`src/rtl/fir_decimator_if.sv`:
```
// Sample/result stream bundle for fir_decimator.
// Handshake: an input sample is taken on any rising edge where in_en=1
// (there is no backpressure on the input side); a result is transferred
// on a rising edge where out_valid=1 and out_ready=1, and out_ready is
// ignored while out_valid=0.
interface fir_decimator_if;
   logic              in_en;
   logic signed [7:0] input_sig;
   logic signed [7:0] out_sig;
   logic              out_valid;
   logic              out_ready;

   // Producer/consumer side (drives samples, accepts results)
   modport master (
      output in_en, input_sig, out_ready,
      input  out_sig, out_valid
   );

   // Decimator side
   modport slave (
      input  in_en, input_sig, out_ready,
      output out_sig, out_valid
   );
endinterface

```
`src/rtl/fir_decimator.sv`:
```
// Block-average decimator: sums DECIM consecutive enabled samples, emits
// the floored mean, and buffers results in a first-word-fall-through FIFO
// with a sticky overflow flag for results dropped while the FIFO is full.
module fir_decimator #(
   parameter int DECIM = 4,
   parameter int DEPTH = 8
) (
   input  logic                     clk,
   input  logic                     rst_n,
   fir_decimator_if.slave           bus,
   input  logic                     clr_ovf,
   output logic                     overflow,
   output logic [$clog2(DEPTH):0]   fill
);

   localparam int LD = $clog2(DECIM);
   localparam int AW = 8 + LD;
   localparam int AD = $clog2(DEPTH);
   localparam int FW = AD + 1;

   logic signed [AW-1:0] acc;
   logic signed [AW-1:0] sum;
   logic signed [AW-1:0] shifted;
   logic [7:0]           result;
   logic [LD-1:0]        phase;
   logic [7:0]           mem [DEPTH];
   logic [AD-1:0]        wr_ptr;
   logic [AD-1:0]        rd_ptr;
   logic                 push_req;
   logic                 pop;
   logic                 push_ok;
   logic                 discard;

   // Running sum including the current sample and its floored mean;
   // DECIM samples of 8 bits always fit in 8+log2(DECIM) bits.
   always_comb begin
      sum     = acc + {{LD{bus.input_sig[7]}}, bus.input_sig};
      shifted = sum >>> LD;
      result  = shifted[7:0];
   end

   // Push/pop decisions; a full FIFO still accepts a push when it pops on the same edge.
   always_comb begin
      push_req = bus.in_en && (phase == LD'(DECIM - 1));
      pop      = (fill != '0) && bus.out_ready;
      push_ok  = push_req && ((fill != FW'(DEPTH)) || pop);
      discard  = push_req && !push_ok;
   end

   // Accumulator and phase counter advance only on enabled samples.
   always_ff @(posedge clk or negedge rst_n) begin
      if (!rst_n) begin
         acc   <= '0;
         phase <= '0;
      end else if (bus.in_en) begin
         if (phase == LD'(DECIM - 1)) begin
            acc   <= '0;
            phase <= '0;
         end else begin
            acc   <= sum;
            phase <= phase + 1'b1;
         end
      end
   end

   // FIFO pointers and occupancy; pointers wrap naturally since DEPTH is a power of 2.
   always_ff @(posedge clk or negedge rst_n) begin
      if (!rst_n) begin
         wr_ptr <= '0;
         rd_ptr <= '0;
         fill   <= '0;
      end else begin
         if (push_ok) wr_ptr <= wr_ptr + 1'b1;
         if (pop)     rd_ptr <= rd_ptr + 1'b1;
         case ({push_ok, pop})
            2'b10:   fill <= fill + 1'b1;
            2'b01:   fill <= fill - 1'b1;
            default: fill <= fill;
         endcase
      end
   end

   // FIFO storage; contents are only meaningful below fill, so no reset needed.
   always_ff @(posedge clk) begin
      if (push_ok) mem[wr_ptr] <= result;
   end

   // Sticky overflow; a discard on the same edge as a clear keeps it set.
   always_ff @(posedge clk or negedge rst_n) begin
      if (!rst_n)       overflow <= 1'b0;
      else if (discard) overflow <= 1'b1;
      else if (clr_ovf) overflow <= 1'b0;
   end

   assign bus.out_valid = (fill != '0);
   assign bus.out_sig   = (fill != '0) ? mem[rd_ptr] : '0;

endmodule

```
`src/flat_wrapper.sv`:
```
// flat-port wrapper written by rule: the top's interface ports become plain ports
module fir_decimator_flat 
#(
   parameter int DECIM = 4,
   parameter int DEPTH = 8
)
  (clk, rst_n, clr_ovf, overflow, fill, bus_in_en, bus_input_sig, bus_out_ready, bus_out_sig, bus_out_valid);
  fir_decimator_if bus_i ();
  input  logic clk;
  input  logic rst_n;
  input  logic clr_ovf;
  output logic overflow;
  output logic [$clog2(DEPTH):0] fill;
  input wire logic [$bits(bus_i.in_en)-1:0] bus_in_en;
  input wire logic [$bits(bus_i.input_sig)-1:0] bus_input_sig;
  input wire logic [$bits(bus_i.out_ready)-1:0] bus_out_ready;
  output wire logic [$bits(bus_i.out_sig)-1:0] bus_out_sig;
  output wire logic [$bits(bus_i.out_valid)-1:0] bus_out_valid;
  assign bus_i.in_en = bus_in_en;
  assign bus_i.input_sig = bus_input_sig;
  assign bus_i.out_ready = bus_out_ready;
  assign bus_out_sig = bus_i.out_sig;
  assign bus_out_valid = bus_i.out_valid;
  fir_decimator #(.DECIM(DECIM), .DEPTH(DEPTH)) u_core (.clk(clk), .rst_n(rst_n), .bus(bus_i), .clr_ovf(clr_ovf), .overflow(overflow), .fill(fill));
endmodule
```
`config.mk`:
```
export PLATFORM = sky130hd
export DESIGN_NAME = fir_decimator_flat
export DESIGN_NICKNAME = d
export VERILOG_FILES = /design/src/rtl/fir_decimator_if.sv /design/src/rtl/fir_decimator.sv /design/src/flat_wrapper.sv
export SDC_FILE = /design/constraint.sdc
export NUM_CORES = 1
export LEC_CHECK = 0
export CAP_MARGIN = 40
export CORE_MARGIN = 4
export CORE_UTILIZATION = 58
export CTS_CLUSTER_SIZE = 12
export DETAILED_ROUTE_END_ITERATION = 16
export PLACE_DENSITY = 0.79
export SETUP_SLACK_MARGIN = 0.02
export SYNTH_ARGS = -nofsm -noshare
export SYNTH_HDL_FRONTEND = slang
export SYNTH_SLANG_ARGS = --single-unit
```
`constraint.sdc`:
```
create_clock -name clk -period 3.1 [get_ports clk]
set_clock_uncertainty 0.1 [all_clocks]
set_input_delay 0.62 -clock clk [delete_from_list [all_inputs] [get_ports clk]]
set_output_delay 0.62 -clock clk [all_outputs]
set_load 0.01 [all_outputs]
```
### Yosys cells after proc, flatten, opt, wreduce, memory -nomap -nowiden

Memories as Yosys holds them, arrays and structs flattened.
Index checks and enable logic that the tools add are counted.

| word-level totals | value |
|---|---|
| memories kept | 1 |
| memory bits (writable) | 64 |
| bits in registers | 23 |
| input bits | 13 |

| operators by class | value |
|---|---|
| reduce and logical (&&, ||, !) cells | 9 |
| mux-type cells | 8 |
| equal/unequal tests | 4 |
| add/subtract/negate cells | 6 |

Memories:

| memory | depth | width | rd ports | clocked after Yosys merged registers in | wr ports | line | text |
|---|---|---|---|---|---|---|---|
| u_core.mem | 8 | 8 | 1 | 0 | 1 | fir_decimator.sv:26 | `logic [7:0] mem [DEPTH];` |

Operator list:

| kind | number |
|---|---|
| adder 10 bit | 1 |
| 2-to-1 mux 10 bit | 1 |
| 2-to-1 mux 8 bit | 1 |
| case mux 4 bit (2 select lines) | 1 |
| adder 3 x 1 -> 3 bit (second input constant) | 2 |
| adder 4 x 1 -> 4 bit (second input constant) | 1 |
| equality test 2 bit (second input constant) | 2 |
| logical AND 1 bit | 4 |
| 2-to-1 mux 1 bit | 4 |
| != test 4 bit (second input constant) | 1 |
| nonzero test 2 bit | 2 |
| nonzero test 4 bit | 1 |
| subtractor 4 x 1 -> 4 bit (second input constant) | 1 |
| adder 2 x 1 -> 2 bit (second input constant) | 1 |
| equality test 2 x 1 -> 1 bit (second input constant) | 1 |
| 2-to-1 mux 2 bit | 1 |
| zero test 1 bit | 1 |
| logical OR 1 bit | 1 |

### Longest topological paths before layout

Gate-level depths: netlist (run 1).

| logic depth | value |
|---|---|
| depth after elaboration | 7 |
| gate-level depth with buffers | 12 |
| depth with buffers taken out | 11 |

### Worst setup path after synthesis (run 1)

Ideal clock, no wire load.

| timing path | value |
|---|---|
| kind | register to register |
| start point | register u_core.fill[1] |
| end point | register u_core.fill[2] |
| period minus slack after synthesis | 2.427 ns |
| cell stages (with the launch flop) | 11 |
| library setup time | 0.133 ns |
| path buffers | 1 |
| path slack | 0.673 ns |
| arrival | 2.194 ns |
| cell sequence | dfrtp_1 > buf_6 > nor4_4 > nor2b_4 > ha_1 > xor2_1 > ha_1 > a21oi_1 > xor2_1 > nor2_1 > xor2_1 |

| between the ends | value |
|---|---|
| cells in the longest elaborated chain, start to end | 6 |
| elaborated cells on any way between the ends | 11 |

Ends and longest elaborated chain:

| what | line | text |
|---|---|---|
| start: declaration | fir_decimator.sv:13 | `output logic [$clog2(DEPTH):0] fill` |
| start signal: assignment | fir_decimator.sv:76 | `2'b10: fill <= fill + 1'b1;` |
| start signal: assignment | fir_decimator.sv:77 | `2'b01: fill <= fill - 1'b1;` |
| start signal: assignment | fir_decimator.sv:78 | `default: fill <= fill;` |
| nonzero test 4 bit * | fir_decimator.sv:45 | `pop = (fill != '0) && bus.out_ready;` |
| logical AND 1 bit * | fir_decimator.sv:45 |  |
| via u_core.pop | fir_decimator.sv:30 | `logic pop;` |
| logical OR 1 bit | fir_decimator.sv:46 | `push_ok = push_req && ((fill != FW'(DEPTH)) \|\| pop);` |
| logical AND 1 bit | fir_decimator.sv:46 |  |
| equality test 2 x 1 -> 1 bit / equality test 2 bit (equally long branches) | fir_decimator.sv:75 | `case ({push_ok, pop})` |
| case mux 4 bit (2 select lines) / nonzero test 2 bit (equally long branches) | n/a |  |

Mark *: on every way through the listed nets, which the timed path passes. The rest lies on a longest branch.
A chain may end at the register's enable or synchronous reset.

### Final worst setup path (run 1)

| timing path | value |
|---|---|
| start point | register u_core.rd_ptr[0] |
| end point | output bus_out_sig[4] |

| between the ends | value |
|---|---|
| cells in the longest elaborated chain, start to end | 2 |

Ends and longest elaborated chain:

| what | line | text |
|---|---|---|
| start: declaration | fir_decimator.sv:28 | `logic [AD-1:0] rd_ptr;` |
| start signal: assignment | fir_decimator.sv:74 | `if (pop) rd_ptr <= rd_ptr + 1'b1;` |
| memory read (8 x 8 bit) | n/a |  |
| 2-to-1 mux 8 bit | fir_decimator.sv:96 | `assign bus.out_sig = (fill != '0) ? mem[rd_ptr] : '0;` |
| end: declaration | flat_wrapper.sv:17 | `output wire logic [$bits(bus_i.out_sig)-1:0] bus_out_sig;` |

No other way between the ends.

==> results of run 1 <==
[sequential cells by signal (all words and copies together), names as in the netlist]
| signal | cells |
|---|---|
| u_core.acc | 10 |
| u_core.fill | 4 |
| u_core.mem | 64 |
| u_core.overflow | 1 |
| u_core.phase | 2 |
| u_core.rd_ptr | 3 |
| u_core.wr_ptr | 3 |
[cell type report]
| type | count | area (sq um) |
|---|---|---|
| clock inverters | 7 | 80.1 |
| fillers | 460 | 2100 |
| repair buffers | 42 | 393 |
| clock buffers | 9 | 124 |
| inverters | 6 | 22.5 |
| flip-flops and latches | 87 | 2500 |
| well taps | 80 | 100 |
| multi-input cells | 158 | 1440 |
[logic make-up (layout without fill, tap and decap cells)]
group	after synthesis	in the layout	share of synthesized area, %
and+or+nand+nor	61	61	8.16
muxes	29	29	12.4
AOI/OAI and AO/OA	36	36	6.35
adders and majority gates	16	16	5.19
DFF	87	87	62.4
xor gates and xnor gates	16	16	3.85
buffers and inverters	13	64	1.63
[metrics by stage]
stage | std cells | total power [W] | area (sq um) | util, % | worst slack, ns
4_1_cts | 389 | 0.00469 | 4660 | 68.9 | 0.173
6_report | 389 | 0.00466 | 4660 | 68.9 | 0.216
3_5_place_dp | 373 | 0.00390 | 4450 | 65.9 | 0.0783
2_1_floorplan | 258 | 0.00323 | 4000 | - | 0.673
5_1_grt | 389 | 0.00495 | 4660 | 68.9 | 0.116
3_3_place_gp | 373 | 0.00383 | 4450 | 65.9 | 0.165
[routing by layer]
metal / up-vias / global-route usage [%] / share of wire (%)
li1: 1089 / - / -
met1: 1108 / 24.8 / 41
met2: 74 / 30.5 / 51
met3: 8 / 2.73 / 6.3
met4: 0 / 8.17 / 1.6
met5: - / 0 / 0
[critical path, delay by kind of cell, from the launching register on]
family | cells | cell delay [ns]
buffers and inverters | 2 | 0.67
muxes | 2 | 0.71
and+or+nand+nor | 1 | 0.06
DFF | 1 | 0.38
[power by group through the flow]
stage	Clock (W)	Combinational, W	Sequential [W]
6_report	0.000794	0.00190	0.00197
5_1_grt	0.000870	0.00209	0.00200
4_1_cts	0.000807	0.00192	0.00197
3_5_place_dp	0	0.00191	0.00199
3_3_place_gp	0	0.00185	0.00198
2_1_floorplan	0	0.00136	0.00187
[worst paths after layout]
| kind | from | end | slack (ns) | depth (start not counted) |
|---|---|---|---|---|
| setup / recovery | u_core.rd_ptr[0] | bus_out_sig[4] | 0.22 | 5 |
| hold / removal | u_core.phase[0] | u_core.phase[0] | 0.40 | 1 |
| setup reg to reg | u_core.fill[1] | u_core.fill[2] | 0.62 | 11 |
| hold reg to reg | u_core.phase[0] | u_core.phase[0] | 0.40 | 1 |
| max in group asynchronous | rst_n | u_core.rd_ptr[1] | 2.11 | 2 |
| min in group asynchronous | rst_n | u_core.overflow | 0.53 | 2 |
[layout by cell type (no fill, tap or decap), drive strengths merged, types with 9 or more instances in the layout]
master / Yosys / final
mux2i: 10 / 10
a21oi: 9 / 9
mux4: 16 / 16
edfxtp: 64 / 64
clkbuf: 2 / 9
ha: 15 / 15
clkdlybuf4s50: 0 / 26
dfrtp: 23 / 23
buf: 5 / 16
nor2: 21 / 21
nand2: 15 / 15
==> report_table.html, run 1 <==
<table>
<tr><th>Metric</th><th>Value</th></tr>
<tr><th colspan="2">Synthesis</th></tr>
<tr><td>Number of distinct library cells after synthesis</td><td>48</td></tr>
<tr><td>Most used flip-flop cell after synthesis</td><td>sky130_fd_sc_hd__edfxtp_1</td></tr>
<tr><td>Post-synthesis average cell area</td><td>15.5 sq um</td></tr>
<tr><td>Sequential share of the synthesized area</td><td>62.4%</td></tr>
<tr><td>Nets in the synthesized netlist</td><td>287</td></tr>
<tr><td>Count of flip-flops with a built-in enable after synthesis</td><td>64</td></tr>
<tr><td>Area of the mapped netlist</td><td>0.00400 sq mm</td></tr>
<tr><td>Synthesized instance count</td><td>258</td></tr>
<tr><td>Synth area leader</td><td>sky130_fd_sc_hd__edfxtp_1</td></tr>
<tr><td>Warning count from the yosys run</td><td>0</td></tr>
<tr><td>Cell types occupying the most area after synthesis</td><td>sky130_fd_sc_hd__edfxtp_1, sky130_fd_sc_hd__dfrtp_1, sky130_fd_sc_hd__mux4_2</td></tr>
<tr><td>Ys async rst share</td><td>26.4%</td></tr>
<tr><td>Area share of the leading cell type in the synthesized netlist</td><td>48.0%</td></tr>
<tr><td>Most repeated cell in the gate-level netlist after synthesis</td><td>sky130_fd_sc_hd__edfxtp_1</td></tr>
<tr><td>Top cell types by occurrence after synthesis</td><td>sky130_fd_sc_hd__edfxtp_1, sky130_fd_sc_hd__dfrtp_1, sky130_fd_sc_hd__nor2_1</td></tr>
<tr><td>Post-synthesis register bit count</td><td>87</td></tr>
<tr><th colspan="2">Timing</th></tr>
<tr><td>Maximum achievable frequency</td><td>0.347 GHz</td></tr>
<tr><td>Tightest Pin Transition</td><td>0.768 ns</td></tr>
<tr><td>Final-report hold violation count</td><td>0</td></tr>
<tr><td>Slew Limit Fails</td><td>0</td></tr>
<tr><td>Max transition margin</td><td>48.4%</td></tr>
<tr><td>Post-route worst hold slack</td><td>0.397 ns</td></tr>
<tr><td>Setup repair after global routing missed its margin</td><td>false</td></tr>
<tr><td>Period Utilization, post-route</td><td>93.0%</td></tr>
<tr><td>Clock period minus final worst setup slack</td><td>2.88 ns</td></tr>
<tr><td>Final setup violation count</td><td>0</td></tr>
<tr><td>Sum of negative setup slack</td><td>0 ns</td></tr>
<tr><th colspan="2">Final layout</th></tr>
<tr><td>Fin nets</td><td>333</td></tr>
<tr><td>Share of final-layout standard cells stronger than drive strength 1</td><td>19.4%</td></tr>
<tr><td>Signed area change from the synthesized netlist to the final layout</td><td>16.4%</td></tr>
<tr><td>Diode insertion count for antenna repair</td><td>0</td></tr>
<tr><th colspan="2">Drt</th></tr>
<tr><td>Avg WL per Cell</td><td>18.6 microns</td></tr>
<tr><td>Post-detailed-route via-to-cell ratio</td><td>5.86</td></tr>
<tr><td>Antenna-violating nets left</td><td>0</td></tr>
<tr><td>Overall via count from detail_route</td><td>2279</td></tr>
<tr><td>1st-iter DRT viols</td><td>180</td></tr>
<tr><td>WL final</td><td>7230 microns</td></tr>
<tr><td>DRC violation count after routing</td><td>0</td></tr>
<tr><td>First-pass DRT Iterations</td><td>4</td></tr>
<tr><th colspan="2">Clock network</th></tr>
<tr><td>Cts-stage hold buffer count</td><td>0</td></tr>
<tr><td>Largest buffer count on any clock path</td><td>2</td></tr>
<tr><td>Clock Pin Slew Worst Setup and Hold Paths</td><td>0.09 ns</td></tr>
<tr><td>Number of setup buffers added after CTS</td><td>0</td></tr>
<tr><td>TritonCTS clock tree</td><td>yes</td></tr>
<tr><td>Count of H-tree levels built during CTS</td><td>3</td></tr>
<tr><td>Number of buffers created by CTS</td><td>9</td></tr>
<tr><td>Clock latency at the later pin of the worst-skew pair</td><td>0.34 ns</td></tr>
<tr><td>Number of sinks on the clock net</td><td>87</td></tr>
<tr><td>Root buffer selected by CTS</td><td>sky130_fd_sc_hd__clkbuf_8</td></tr>
<tr><td>Post-cts sizing count</td><td>1</td></tr>
<tr><th colspan="2">Critical path</th></tr>
<tr><td>Worst-path maximum fanout</td><td>18</td></tr>
<tr><td>Required time at the endpoint of the critical path</td><td>2.38 ns</td></tr>
<tr><td>Category of the worst setup path capture point</td><td>primary output</td></tr>
<tr><td>Max incr delay on CP</td><td>0.52 ns</td></tr>
<tr><td>Critical path's slowest cell</td><td>sky130_fd_sc_hd__mux4_2</td></tr>
<tr><td>Critical path type</td><td>reg -&gt; out</td></tr>
<tr><td>Chain of cells forming the critical path</td><td>buf_12, mux4_2, mux2i_1, nor2_1, clkdlybuf4s50_1</td></tr>
<tr><td>Type of origin of the critical path</td><td>flip-flop</td></tr>
<tr><td>Arrival time at the worst endpoint</td><td>2.16 ns</td></tr>
<tr><th colspan="2">Die</th></tr>
<tr><td>Number of rows in the core area</td><td>30</td></tr>
<tr><td>Die footprint</td><td>0.00829 sq mm</td></tr>
<tr><td>Die height</td><td>91.1 microns</td></tr>
<tr><td>Effective utilization at floorplan</td><td>59.2%</td></tr>
<tr><td>Placeable core region</td><td>0.00676 sq mm</td></tr>
<tr><td>Number of top-level design ports</td><td>27</td></tr>
<tr><td>Die width</td><td>91.1 microns</td></tr>
<tr><th colspan="2">Pwr</th></tr>
<tr><td>Total net switching power</td><td>0.00159 W</td></tr>
<tr><td>Share of power burned in combinational logic</td><td>40.8%</td></tr>
<tr><td>Share of power burned in the clock network</td><td>17.0%</td></tr>
<tr><td>Internal power of the cells</td><td>0.00308 W</td></tr>
<tr><td>Leak Pwr</td><td>1.75 nW</td></tr>
<tr><td>Ratio of total power to cell area</td><td>1000 mW/mm^2</td></tr>
<tr><td>Sequential power share</td><td>42.2%</td></tr>
<tr><td>VDD IR-drop max</td><td>0.000593 V</td></tr>
<tr><td>Switching power as a share of total power</td><td>34.0%</td></tr>
<tr><th colspan="2">GRT</th></tr>
<tr><td>Number of antenna violations at the first check in global routing</td><td>0</td></tr>
<tr><td>Wire length of the first global-routing pass</td><td>11600 microns</td></tr>
<tr><td>Total routing usage reported by global routing</td><td>18.6%</td></tr>
<tr><td>Via count of the first global-routing pass</td><td>2276</td></tr>
<tr><td>Largest net degree at the start of global routing</td><td>24</td></tr>
<tr><td>Remaining global-route overflow</td><td>0</td></tr>
<tr><th colspan="2">Hold path</th></tr>
<tr><td>Path class of the lowest-slack min-delay path</td><td>reg -&gt; reg</td></tr>
<tr><th colspan="2">Placed design</th></tr>
<tr><td>Post-detail-place hpwl</td><td>4840 microns</td></tr>
<tr><td>Number of I/O port buffers</td><td>26</td></tr>
<tr><td>Final estimated routing congestion in global placement</td><td>0.824</td></tr>
<tr><th colspan="2">Run</th></tr>
<tr><td>Max-capacitance violation count</td><td>0</td></tr>
<tr><th colspan="2">Run status</th></tr>
<tr><td>Status</td><td>complete, no violations</td></tr>
</table>
Power figures use the tool's default switching activity.
==> run 2, diff against run 1 <==
CELL_PAD_IN_SITES_DETAIL_PLACEMENT = 0   (was default)
CELL_PAD_IN_SITES_GLOBAL_PLACEMENT = 1   (was default)
CORE_UTILIZATION = 53   (was 58)
PLACE_DENSITY = default   (was 0.79)
PLACE_DENSITY_LB_ADDON = 0.1   (was default)
SETUP_SLACK_MARGIN = 0.3   (was 0.02)
clock period = 3.7 ns   (was 3.1 ns; I/O delays follow)
==> report_table.html, run 2 (synthesized netlist as in run 1, its figures left out) <==
<table>
<tr><th>Metric</th><th>Value</th></tr>
<tr><th colspan="2">Clock network</th></tr>
<tr><td>Largest buffer count on any clock path</td><td>2 (unchanged)</td></tr>
<tr><td>Post-cts sizing count</td><td>0 (-1)</td></tr>
<tr><td>Number of setup buffers added after CTS</td><td>0 (unchanged)</td></tr>
<tr><td>Cts-stage hold buffer count</td><td>0 (unchanged)</td></tr>
<tr><td>Clock Pin Slew Worst Setup and Hold Paths</td><td>0.09 ns (about the same)</td></tr>
<tr><td>Number of buffers created by CTS</td><td>9 (unchanged)</td></tr>
<tr><td>Root buffer selected by CTS</td><td>sky130_fd_sc_hd__clkbuf_8</td></tr>
<tr><td>TritonCTS clock tree</td><td>yes</td></tr>
<tr><td>Number of sinks on the clock net</td><td>87 (unchanged)</td></tr>
<tr><td>Count of H-tree levels built during CTS</td><td>3 (unchanged)</td></tr>
<tr><td>Clock latency at the later pin of the worst-skew pair</td><td>0.35 ns (about the same)</td></tr>
<tr><th colspan="2">GRT</th></tr>
<tr><td>Total routing usage reported by global routing</td><td>17.8% (-0.78 points)</td></tr>
<tr><td>Remaining global-route overflow</td><td>0 (unchanged)</td></tr>
<tr><td>Wire length of the first global-routing pass</td><td>11600 microns (+0.18%)</td></tr>
<tr><td>Number of antenna violations at the first check in global routing</td><td>0 (unchanged)</td></tr>
<tr><td>Largest net degree at the start of global routing</td><td>24 (unchanged)</td></tr>
<tr><td>Via count of the first global-routing pass</td><td>2239 (-1.6%)</td></tr>
<tr><th colspan="2">Timing</th></tr>
<tr><td>Max transition margin</td><td>44.7% (-3.7 points)</td></tr>
<tr><td>Period Utilization, post-route</td><td>87.4%</td></tr>
<tr><td>Sum of negative setup slack</td><td>0 ns (unchanged)</td></tr>
<tr><td>Setup repair after global routing missed its margin</td><td>false</td></tr>
<tr><td>Clock period minus final worst setup slack</td><td>3.23 ns</td></tr>
<tr><td>Final setup violation count</td><td>0 (unchanged)</td></tr>
<tr><td>Tightest Pin Transition</td><td>0.824 ns (+0.0557 ns)</td></tr>
<tr><td>Maximum achievable frequency</td><td>0.309 GHz</td></tr>
<tr><td>Final-report hold violation count</td><td>0 (unchanged)</td></tr>
<tr><td>Slew Limit Fails</td><td>0 (unchanged)</td></tr>
<tr><th colspan="2">Critical path</th></tr>
<tr><td>Category of the worst setup path capture point</td><td>primary output</td></tr>
<tr><td>Type of origin of the critical path</td><td>flip-flop</td></tr>
<tr><td>Required time at the endpoint of the critical path</td><td>2.86 ns (+0.48 ns)</td></tr>
<tr><td>Worst-path maximum fanout</td><td>18 (unchanged)</td></tr>
<tr><td>Depth of the worst register-to-register path</td><td>9 (-2)</td></tr>
<tr><td>Arrival time at the worst endpoint</td><td>2.39 ns (+0.23 ns)</td></tr>
<tr><td>Critical path type</td><td>reg -&gt; out</td></tr>
<tr><th colspan="2">Placed design</th></tr>
<tr><td>Post-detail-place hpwl</td><td>4940 microns (+2.0%)</td></tr>
<tr><td>Final estimated routing congestion in global placement</td><td>0.856 (+3.8%)</td></tr>
<tr><td>Number of I/O port buffers</td><td>26 (unchanged)</td></tr>
<tr><td>Total placed instance area</td><td>0.00443 sq mm (-0.42%)</td></tr>
<tr><th colspan="2">Die</th></tr>
<tr><td>Number of rows in the core area</td><td>31 (+3.3%)</td></tr>
<tr><td>Placeable core region</td><td>0.00729 sq mm (+7.9%)</td></tr>
<tr><td>Number of top-level design ports</td><td>27 (unchanged)</td></tr>
<tr><td>Die footprint</td><td>0.00901 sq mm (+8.6%)</td></tr>
<tr><td>Die width</td><td>94.9 microns (+4.2%)</td></tr>
<tr><td>Die height</td><td>94.9 microns (+4.2%)</td></tr>
<tr><td>Effective utilization at floorplan</td><td>54.9% (-4.4 points)</td></tr>
<tr><th colspan="2">Final layout</th></tr>
<tr><td>Post-route cell area</td><td>0.00464 sq mm (-0.30%)</td></tr>
<tr><td>Fin nets</td><td>329 (-1.2%)</td></tr>
<tr><td>Diode insertion count for antenna repair</td><td>0 (unchanged)</td></tr>
<tr><td>Commonest cells after routing, fill and taps aside</td><td>sky130_fd_sc_hd__edfxtp_1, sky130_fd_sc_hd__clkdlybuf4s50_1, sky130_fd_sc_hd__dfrtp_1</td></tr>
<tr><td>Share of final-layout standard cells stronger than drive strength 1</td><td>18.0% (-1.4 points)</td></tr>
<tr><td>Signed area change from the synthesized netlist to the final layout</td><td>16.0%</td></tr>
<tr><td>Largest registers</td><td>u_core.mem: 64 flops, u_core.acc: 10 flops, u_core.fill: 4 flops</td></tr>
<tr><td>Multi-input combinational cell area</td><td>0.00144 sq mm (unchanged)</td></tr>
<tr><td>Number of flip-flops under the largest register name</td><td>64 (unchanged)</td></tr>
<tr><td>Reg with most FFs</td><td>u_core.mem</td></tr>
<tr><td>Most common cell after layout, fill and taps aside</td><td>sky130_fd_sc_hd__edfxtp_1</td></tr>
<tr><td>Register area</td><td>0.00250 sq mm (about the same)</td></tr>
<tr><td>Filler Cell Count</td><td>582 (+27%)</td></tr>
<tr><th colspan="2">Pwr</th></tr>
<tr><td>Leak Pwr</td><td>1.73 nW (-1.3%)</td></tr>
<tr><td>Total net switching power</td><td>0.00135 W (-15%)</td></tr>
<tr><td>Internal power of the cells</td><td>0.00255 W (-17%)</td></tr>
<tr><td>Switching power as a share of total power</td><td>34.5% (+0.52 points)</td></tr>
<tr><td>Share of power burned in combinational logic</td><td>40.1% (-0.7 points)</td></tr>
<tr><td>Ratio of total power to cell area</td><td>838 mW/mm^2 (-16%)</td></tr>
<tr><td>Sequential power share</td><td>42.2% (about the same)</td></tr>
<tr><td>Share of power burned in the clock network</td><td>17.7% (+0.7 points)</td></tr>
<tr><td>VDD IR-drop max</td><td>0.000455 V (-23%)</td></tr>
<tr><td>PnR Total Power</td><td>0.00389 W (-16%)</td></tr>
<tr><th colspan="2">Drt</th></tr>
<tr><td>First-pass DRT Iterations</td><td>4 (unchanged)</td></tr>
<tr><td>DRC violation count after routing</td><td>0 (unchanged)</td></tr>
<tr><td>WL final</td><td>7190 microns (-0.46%)</td></tr>
<tr><td>1st-iter DRT viols</td><td>146 (-19%)</td></tr>
<tr><td>Antenna-violating nets left</td><td>0 (unchanged)</td></tr>
<tr><td>Post-detailed-route via-to-cell ratio</td><td>5.59 (-4.6%)</td></tr>
<tr><td>Overall via count from detail_route</td><td>2258 (-0.92%)</td></tr>
<tr><td>Avg WL per Cell</td><td>17.8 microns (-4.2%)</td></tr>
<tr><th colspan="2">Hold path</th></tr>
<tr><td>Path class of the lowest-slack min-delay path</td><td>reg -&gt; reg</td></tr>
<tr><td>Number of cells traversed by the worst hold path</td><td>1 (unchanged)</td></tr>
<tr><th colspan="2">Run</th></tr>
<tr><td>Max-capacitance violation count</td><td>0 (unchanged)</td></tr>
<tr><th colspan="2">Run status</th></tr>
<tr><td>Status</td><td>complete, no violations</td></tr>
</table>
## run 2: cell types whose count changed in the layout (fill, tap and decap cells not counted)
cell	previous run	this run
sky130_fd_sc_hd__inv_8	1	2
sky130_fd_sc_hd__buf_12	1	0
sky130_fd_sc_hd__dfrtp_1	22	23
sky130_fd_sc_hd__clkinv_2	1	0
sky130_fd_sc_hd__dfrtp_2	1	0
sky130_fd_sc_hd__buf_4	15	12
## run 2: final timing paths
path	slack (ns)	from	end
max	0.47	u_core.rd_ptr[1]	bus_out_sig[4]
min reg2reg	0.39	u_core.phase[0]	u_core.phase[0]
max reg2reg	1.01	u_core.fill[1]	u_core.fill[2]
max in group asynchronous	2.60	rst_n	u_core.acc[3]
min	0.39	u_core.phase[0]	u_core.phase[0]
min in group asynchronous	0.65	rst_n	u_core.rd_ptr[0]
## run 2: area by class of cell
class / count / share of cell area, %
clock buffers: 9 / 2.67
clock inverters: 7 / 1.86
inverters: 6 / 0.485
multi-input cells: 158 / 31.0
flip-flops and latches: 87 / 53.8
well taps: 99 / 2.67
repair buffers: 38 / 7.54
## run 2: power by group through the flow
stage	Combinational [W]	Clock, W	Sequential (W)
floorplan	0.00114	0	0.00157
global placement	0.00155	0	0.00166
detailed placement	0.00158	0	0.00166
CTS	0.00158	0.000706	0.00164
global route	0.00173	0.000746	0.00167
finish	0.00156	0.000690	0.00164
## run 2: metal layers
| layer | global-route usage, % | up-vias | part of all wire [%] |
|---|---|---|---|
| li1 | - | 1078 | - |
| met5 | 0 | - | 0 |
| met2 | 28.3 | 51 | 49 |
| met3 | 3.11 | 10 | 4.4 |
| met1 | 24.3 | 1119 | 45 |
| met4 | 7.57 | 0 | 1.7 |
## run 2: worst max-delay path, stage by stage, from the launching register on
cell and delay, ns:
sky130_fd_sc_hd__dfrtp_1 0.86, sky130_fd_sc_hd__mux4_2 0.42, sky130_fd_sc_hd__mux2i_1 0.18, sky130_fd_sc_hd__nor2_1 0.08, sky130_fd_sc_hd__clkdlybuf4s50_1 0.51
## run 2: stage by stage
stage	cells	setup WS, ns	hold slack (ns)	utilization (%)
floorplan	258	1.17	0.344	-
global placement	388	0.584	0.373	60.8
detailed placement	388	0.535	0.377	60.8
CTS	404	0.409	0.389	63.7
global route	404	0.334	0.408	63.7
finish	404	0.466	0.385	63.7
